===== src/rtl/max_unpool_stream.sv =====
// max_unpool_stream: re-expands one pooled winner (value + original slot)
// into a frame of 2^N words, with the value at its slot and FILL elsewhere.
// Valid/ready on both sides; a new word can be taken on the last beat of
// the current frame so consecutive frames run without a bubble.
module max_unpool_stream #(
  parameter int            W    = 16,
  parameter int            N    = 4,
  parameter logic [W-1:0]  FILL = '0
) (
  input  logic         clk,
  input  logic         rst_n,
  input  logic         in_valid,
  output logic         in_ready,
  input  logic [W-1:0] in_value,
  input  logic [N-1:0] in_index,
  output logic         out_valid,
  input  logic         out_ready,
  output logic [W-1:0] out_data,
  output logic [N-1:0] out_pos,
  output logic         out_last,
  output logic         busy
);

  localparam logic [N-1:0] POS_LAST = {N{1'b1}};

  typedef enum logic {
    IDLE = 1'b0,
    EMIT = 1'b1
  } state_t;

  state_t       state;
  logic [N-1:0] pos;
  logic [N-1:0] index_r;
  logic [W-1:0] value_r;

  logic         emit;
  logic         at_last;
  logic         in_hs;
  logic         out_hs;

  // Word for the current slot: the captured winner at its slot, FILL elsewhere
  // and whenever no frame is being emitted.
  function automatic logic [W-1:0] slot_word(input logic         active,
                                             input logic [N-1:0] slot,
                                             input logic [N-1:0] idx,
                                             input logic [W-1:0] val);
    return (active && (slot == idx)) ? val : FILL;
  endfunction

  // Output decode from state; everything is forced quiet while rst_n is low
  // so nothing downstream sees a half-aborted frame. in_ready passes out_ready
  // through on the last beat to allow back-to-back frames.
  always_comb begin
    emit      = rst_n && (state == EMIT);
    at_last   = (pos == POS_LAST);
    out_valid = emit;
    out_last  = emit && at_last;
    out_pos   = emit ? pos : '0;
    out_data  = slot_word(emit, pos, index_r, value_r);
    busy      = emit;
    in_ready  = rst_n && ((state == IDLE) || (at_last && out_ready));
    in_hs     = in_valid && in_ready;
    out_hs    = emit && out_ready;
  end

  // Frame FSM: capture on input handshake (restarting at slot 0), advance the
  // slot on each accepted beat, return to IDLE after the last beat.
  always_ff @(posedge clk) begin
    if (!rst_n) begin
      state   <= IDLE;
      pos     <= '0;
      value_r <= '0;
      index_r <= '0;
    end else if (in_hs) begin
      value_r <= in_value;
      index_r <= in_index;
      pos     <= '0;
      state   <= EMIT;
    end else if (out_hs) begin
      if (at_last) begin
        state <= IDLE;
        pos   <= '0;
      end else begin
        pos <= pos + 1'b1;
      end
    end
  end

endmodule


===== config.mk =====
export PLATFORM = sky130hd
export DESIGN_NAME = max_unpool_stream
export DESIGN_NICKNAME = d
export VERILOG_FILES = /design/src/rtl/max_unpool_stream.sv
export SDC_FILE = /design/constraint.sdc
export NUM_CORES = 1
export LEC_CHECK = 0
export CORE_MARGIN = 4
export CORE_UTILIZATION = 30
export CTS_BUF_LIST = sky130_fd_sc_hd__clkbuf_8
export DETAILED_ROUTE_END_ITERATION = 8
export PLACE_DENSITY_LB_ADDON = 0.25
export SYNTH_ARGS = -nofsm -noshare
export SYNTH_HDL_FRONTEND = slang
export SYNTH_SLANG_ARGS = --single-unit
export TNS_END_PERCENT = 100

===== constraint.sdc =====
create_clock -name clk -period 1.8 [get_ports clk]
set_input_delay 0.36 -clock clk [delete_from_list [all_inputs] [get_ports clk]]
set_output_delay 0.36 -clock clk [all_outputs]
set_load 0.01 [all_outputs]

==> out/qor.yml <==
fin_ws_ns: 0.005305
leakage_nw: 0.9537
wl_per_cell_um: 13.11
yosysTopAreaCell: "dfxtp_1"
diodes: 0
cts_tree: "yes"
cap_violations: 0
fmax_mhz: 557.2
hold_viol: 0
core_area_mm2: 0.004115
critical-path-max-stage-delay_ns: 0.35
cts_max_level: 1
yosysSeqAreaShare: 0.3835
rows: 23
slew_headroom: 0.8752
cp_cell_sequence: "xnor2_2 > nand3_2 > buf_4 > nor3_1 > buf_2"
first_pass_iters: 4
ys_types: 26
dp_hpwl_um: 2253
drc: 0
place_ws_ns: -0.5980
hold_class: "flop to flop"
grt_pass1_vias: 1197
syn_avg_cell_area_um2: 7.909
ios: 48
dieArea_mm2: 0.005469
grt_overflow: 0
startpoint_type: "flop"
slew_viol_final: 0
ctsHoldBuffers: 0
antenna_found_initial: 0
fin_cells: 279
ant_nets: 0
insertion_delay_ns: 0.27
cts_sinks: 25
initial_core_util: 0.3171
crit_path_top_delay_cell: "dfxtp_2"
required_ns: 1.44
via_per_inst: 4.595
cts-root-buf: "clkbuf_8"
powerDensity_mw_per_mm2: 588.8
track_usage: 0.1312
drt_iter0_drc: 88
vias: 1282
portBuffers: 47
n_fill_cell: 393
fin_crit_ns: 1.795
layout-drive-gt1-share: 0.3537
worst_pin_slew_ns: 0.1861
gp_congestion: 0.7356
syn_area_mm2: 0.001305
synth_warnings: 0
ys_ff_latch: 25
cts_made_buffers: 3
die_w_um: 73.96
syn_nets: 190
vdd_ir_drop_max_v: 0.0003927
area_growth_pct: 65.29
grt_max_degree: 24
clockBufferDepth: 2
critical_path_class: "flop to primary output"
cp.arrival_ns: 1.43
min_period_over_period: 0.9971
netlist_instances: 165
synth.top_cell.area_share: 0.3835
fin_skew_ns: 0.008074
grt_pass1_wl_um: 5575
drt_wl_total_um: 3657
setup_tns_ns: 0
fp.dieH_um: 73.96
final_nets: 255
clk_pin_slew_ns: 0.09
worstSetupEndpointType: "primary output"
outcome: "completed"
setup_viol: 0
dpl.cell_count: 270
rsz0062_at_grt: "true"
synthTopCellsByArea: "dfxtp_1, mux2i_1, nand2_1"
crit_path_max_fanout: 3
[Yosys cell counts]
cell type,instances
nand2_1,44
dfxtp_1,25
mux2i_1,21
inv_1,18
nor3_1,18
clkbuf_1,5
a21oi_1,4
nand3_1,4
xnor2_1,4
and3_1,3
buf_2,2
buf_4,2
nor2_1,2
a211oi_1,1
a21boi_4,1
and3_2,1
buf_6,1
buf_8,1
ha_1,1
nand2b_1,1
nand4_1,1
nand4_2,1
o21ai_0,1
or3_1,1
or3b_2,1
xor2_1,1
[flip-flops by register name, summed over array words and instances, names as in the netlist]
| signal | cells |
|---|---|
| pos | 4 |
| value_r | 16 |
| state | 1 |
| index_r | 4 |
[power by group]
| group | internal, mW | switching, mW |
|---|---|---|
| Sequential | 0.586 | 0.0189 |
| Clock | 0.155 | 0.182 |
| Combinational | 0.175 | 0.153 |
[what timing repair did]
item	CTS	global route
endpoints found under the setup margin	25	17
cloned	2	1
buffers inserted	2	0
pin swaps	1	9
resized for setup	93	34
[area by class of cell]
class | count | area (um2) | share of cell area
clock buffers | 3 | 41.29 | 0.01914
inverters | 18 | 67.56 | 0.03132
clock inverters | 1 | 5.005 | 0.002320
flip-flops and latches | 25 | 510.5 | 0.2367
multi-input cells | 111 | 804.5 | 0.3730
repair buffers | 71 | 665.6 | 0.3086
well taps | 50 | 62.56 | 0.02900
[layer usage]
metal | GRT usage | vias up | wire length (um)
li1 | - | 664 | -
met1 | 0.1771 | 581 | 1699
met2 | 0.2146 | 33 | 1740
met3 | 0.02838 | 4 | 193
met4 | 0.03018 | 0 | 24
met5 | 0 | - | 0
[final timing paths]
path,endpoint,cells after the start,startpoint,slack [ns]
worst min register to register,value_r[8],2,value_r[8],0.46
worst max register to register,index_r[3],7,pos[0],0.20
worst max-delay path,out_data[10],5,pos[0],0.005
worst min-delay path,value_r[8],2,value_r[8],0.46
[through the flow]
step	area, um2	total power, mW	util	hold WS [ns]
detailed placement	1923	0.8658	0.4673	0.4469
global route	2157	1.341	0.5242	0.4824
finish	2157	1.270	0.5242	0.4617
floorplan	1305	0.7456	-	0.4347
global placement	1923	0.8632	0.4673	0.4438
CTS	2018	1.234	0.4904	0.4615
[cell families (layout without fill, tap and decap cells)]
group / Yosys count / after routing / share of synthesized area
compound gates: 7 / 7 / 0.03931
buf+inv: 29 / 93 / 0.1055
xor+xnor: 5 / 5 / 0.03356
fa+ha+maj: 1 / 1 / 0.009586
simple gates: 77 / 77 / 0.2675
flops: 25 / 25 / 0.3835
mux: 21 / 21 / 0.1611
[worst max-delay path, delay by kind of cell (launching register included)]
kind / cells / cell delay [ns]
DFF: 1 / 0.35
buffers and inverters: 2 / 0.33
and+or+nand+nor: 2 / 0.31
xor gates and xnor gates: 1 / 0.17
[placed cells by master (no fill, tap or decap), drive strengths merged]
cell	netlist	routed
nor3	18	18
or3b	1	1
a21oi	4	4
bufbuf	0	2
nand3	4	4
dlygate4sd2	0	6
a21boi	1	1
o21ai	1	1
clkdlybuf4s15	0	2
xor2	1	1
dfxtp	25	25
buf	6	39
nand4	2	2
inv	18	18
clkdlybuf4s50	0	22
nand2	44	44
a211oi	1	1
nor2	2	2
or3	1	1
nand2b	1	1
clkbuf	5	3
clkinv	0	1
ha	1	1
mux2i	21	21
and3	4	4
xnor2	4	4
(Power assumes the default switching activity.)
==> patch, RTL diff (config.mk and constraints unchanged) <==
The parameter `N` goes from 4 to 8.
--- a/src/rtl/max_unpool_stream.sv
+++ b/src/rtl/max_unpool_stream.sv
@@ -5,5 +5,5 @@
 module max_unpool_stream #(
   parameter int            W    = 16,
-  parameter int            N    = 4,
+  parameter int            N    = 8,
   parameter logic [W-1:0]  FILL = '0
 ) (
Interface: changed (resized in_index and out_pos); port bits go from 48 to 56. The function was not compared with the original's and may differ.
==> patch against the original RTL <==
Critical path depth grew 3. Worst setup slack got worse by 0.38 ns. Clock skew decreased by 0.0053 ns. Design area rose by 17%. Sequential share of layout area rose by 2.9 points. Area after synthesis grew 14%. Total power up 26%. Largest cell class unchanged. The flow now finishes with violations (setup timing). Worst hold slack better by 0.018 ns. Maximum frequency fell by 17%. Global-route usage rose by 1.7 points. Final cell count up 9.0%. Critical endpoint is now out_data[11]. Largest power group unchanged. Sequential cell count rose by 8. Highest routed layer unchanged. Wire length increased by 13%.
==> patch: results (changes against the original RTL) <==
<table>
<tr><th>Metric</th><th>Value</th></tr>
<tr><th colspan="2">Run status</th></tr>
<tr><td>Outcome</td><td>finished, violations left</td></tr>
<tr><td>Violated checks</td><td>setup timing</td></tr>
<tr><th colspan="2">Placement</th></tr>
<tr><td>Detailed placer's ending HPWL</td><td>2680 um (+19%)</td></tr>
<tr><td>Weighted congestion at the end of routability-driven global placement</td><td>0.765 (+4.0%)</td></tr>
<tr><th colspan="2">Final layout</th></tr>
<tr><td>Top flop regs</td><td>value_r x16, index_r x8, pos x8</td></tr>
<tr><td>Nets</td><td>265 (+3.9%)</td></tr>
<tr><th colspan="2">Power and ir drop</th></tr>
<tr><td>Leakage power total</td><td>1.18 nW (+24%)</td></tr>
<tr><th colspan="2">Detailed routing</th></tr>
<tr><td>Average routed wire per standard cell</td><td>13.6 um (+3.7%)</td></tr>
<tr><td>Metal2 WL</td><td>1950 um (+12%)</td></tr>
<tr><td>Wire length on met3</td><td>318 um (+65%)</td></tr>
<tr><td>Total routed wire length on the met1 layer</td><td>1840 um (+8.4%)</td></tr>
<tr><td>Final wirelength</td><td>4130 um (+13%)</td></tr>
<tr><td>DR vias/cell</td><td>4.50 (-2.1%)</td></tr>
<tr><th colspan="2">Synthesis</th></tr>
<tr><td>Sequential cell area fraction in the yosys report</td><td>44.4% (+6.1 points)</td></tr>
<tr><td>Post-Syn Nets</td><td>175 (-7.9%)</td></tr>
<tr><td>List of most frequent post-synthesis cells</td><td>sky130_fd_sc_hd__dfxtp_1 (33), sky130_fd_sc_hd__a22o_1 (24), sky130_fd_sc_hd__and2_1 (20)</td></tr>
<tr><td>Average footprint of a synthesized cell</td><td>10.2 sq um (+29%)</td></tr>
<tr><th colspan="2">Hold path</th></tr>
<tr><td>Hold Path End</td><td>value_r[7]</td></tr>
<tr><th colspan="2">Timing</th></tr>
<tr><td>Worst setup slack after layout</td><td>-0.371 ns (-0.376 ns)</td></tr>
<tr><td>Largest clock skew in the final design</td><td>0.00273 ns (-0.00535 ns)</td></tr>
<tr><td>Hold Slack</td><td>0.479 ns (+0.0177 ns)</td></tr>
<tr><td>Total setup violations reported at the end of the flow</td><td>17 (+17)</td></tr>
<tr><td>Slew at the pin with the worst max-slew slack</td><td>0.277 ns (+0.0912 ns)</td></tr>
<tr><td>Total Negative Setup Slacks</td><td>-5.03 ns (-5.03 ns)</td></tr>
<tr><th colspan="2">Worst setup path</th></tr>
<tr><td>Worst path slowest cell</td><td>sky130_fd_sc_hd__dfxtp_1</td></tr>
<tr><td>Minimum setup slack among reg-to-reg paths</td><td>0.23 ns (+0.03 ns)</td></tr>
<tr><td>Max stage delay on crit path</td><td>0.38 ns (+0.03 ns)</td></tr>
<tr><th colspan="2">Clock tree</th></tr>
<tr><td>Clock buffers created by TritonCTS</td><td>5 (+2)</td></tr>
</table>
-- patch: repair_timing --
item	4_1_cts	5_1_grt
gates resized for setup	125	7
endpoints found under the hold margin	0	0
pin swaps	8	7
setup buffers	9	1
setup endpoints to repair	28	18
gates cloned	2	0
-- patch: power by group through the flow --
stage / sequential, mW / clock, mW / combinational, mW
2_1_floorplan: 0.800 / 0 / 0.107
3_3_place_gp: 0.806 / 0 / 0.231
3_5_place_dp: 0.805 / 0 / 0.232
4_1_cts: 0.791 / 0.560 / 0.260
5_1_grt: 0.798 / 0.608 / 0.285
6_report: 0.793 / 0.542 / 0.263
-- patch: worst max path at each step --
stage	slack [ns]	start	cells past startpoint	endpoint
2_1_floorplan	0.002	pos[4]	5	out_data[10]
3_3_place_gp	-0.67	rst_n	6	out_data[4]
3_5_place_dp	-0.67	rst_n	6	out_data[4]
4_1_cts	-0.50	pos[2]	8	out_data[5]
5_1_grt	-0.52	pos[6]	8	out_data[11]
6_report	-0.37	index_r[6]	8	out_data[11]
-- patch: logic make-up after synthesis --
group                    after synthesis  synth area share (%)
AND/OR/NAND/NOR                       58                  23.8
flip-flops                            33                  44.4
AO/OA/AOI/OAI                         27                  16.5
XOR/XNOR                              15                  8.84
buffers and inverters                 11                  4.80
multiplexers                           1                 0.758
adder cells (fa/ha/maj)                1                 0.842
-- patch: layout make-up --
type | count | area [sq um]
sequential | 33 | 672
tap | 67 | 83.8
inverter | 2 | 7.51
clock buffer | 5 | 68.8
clock inverter | 3 | 17.5
fill | 472 | 2230
timing repair buffer | 92 | 838
multi-input combinational | 102 | 838
-- patch: layer usage --
layer	vias up	global-route usage (%)
li1	690	-
met1	633	17.8
met2	43	24.3
met3	2	6.19
met4	0	4.20
met5	-	0
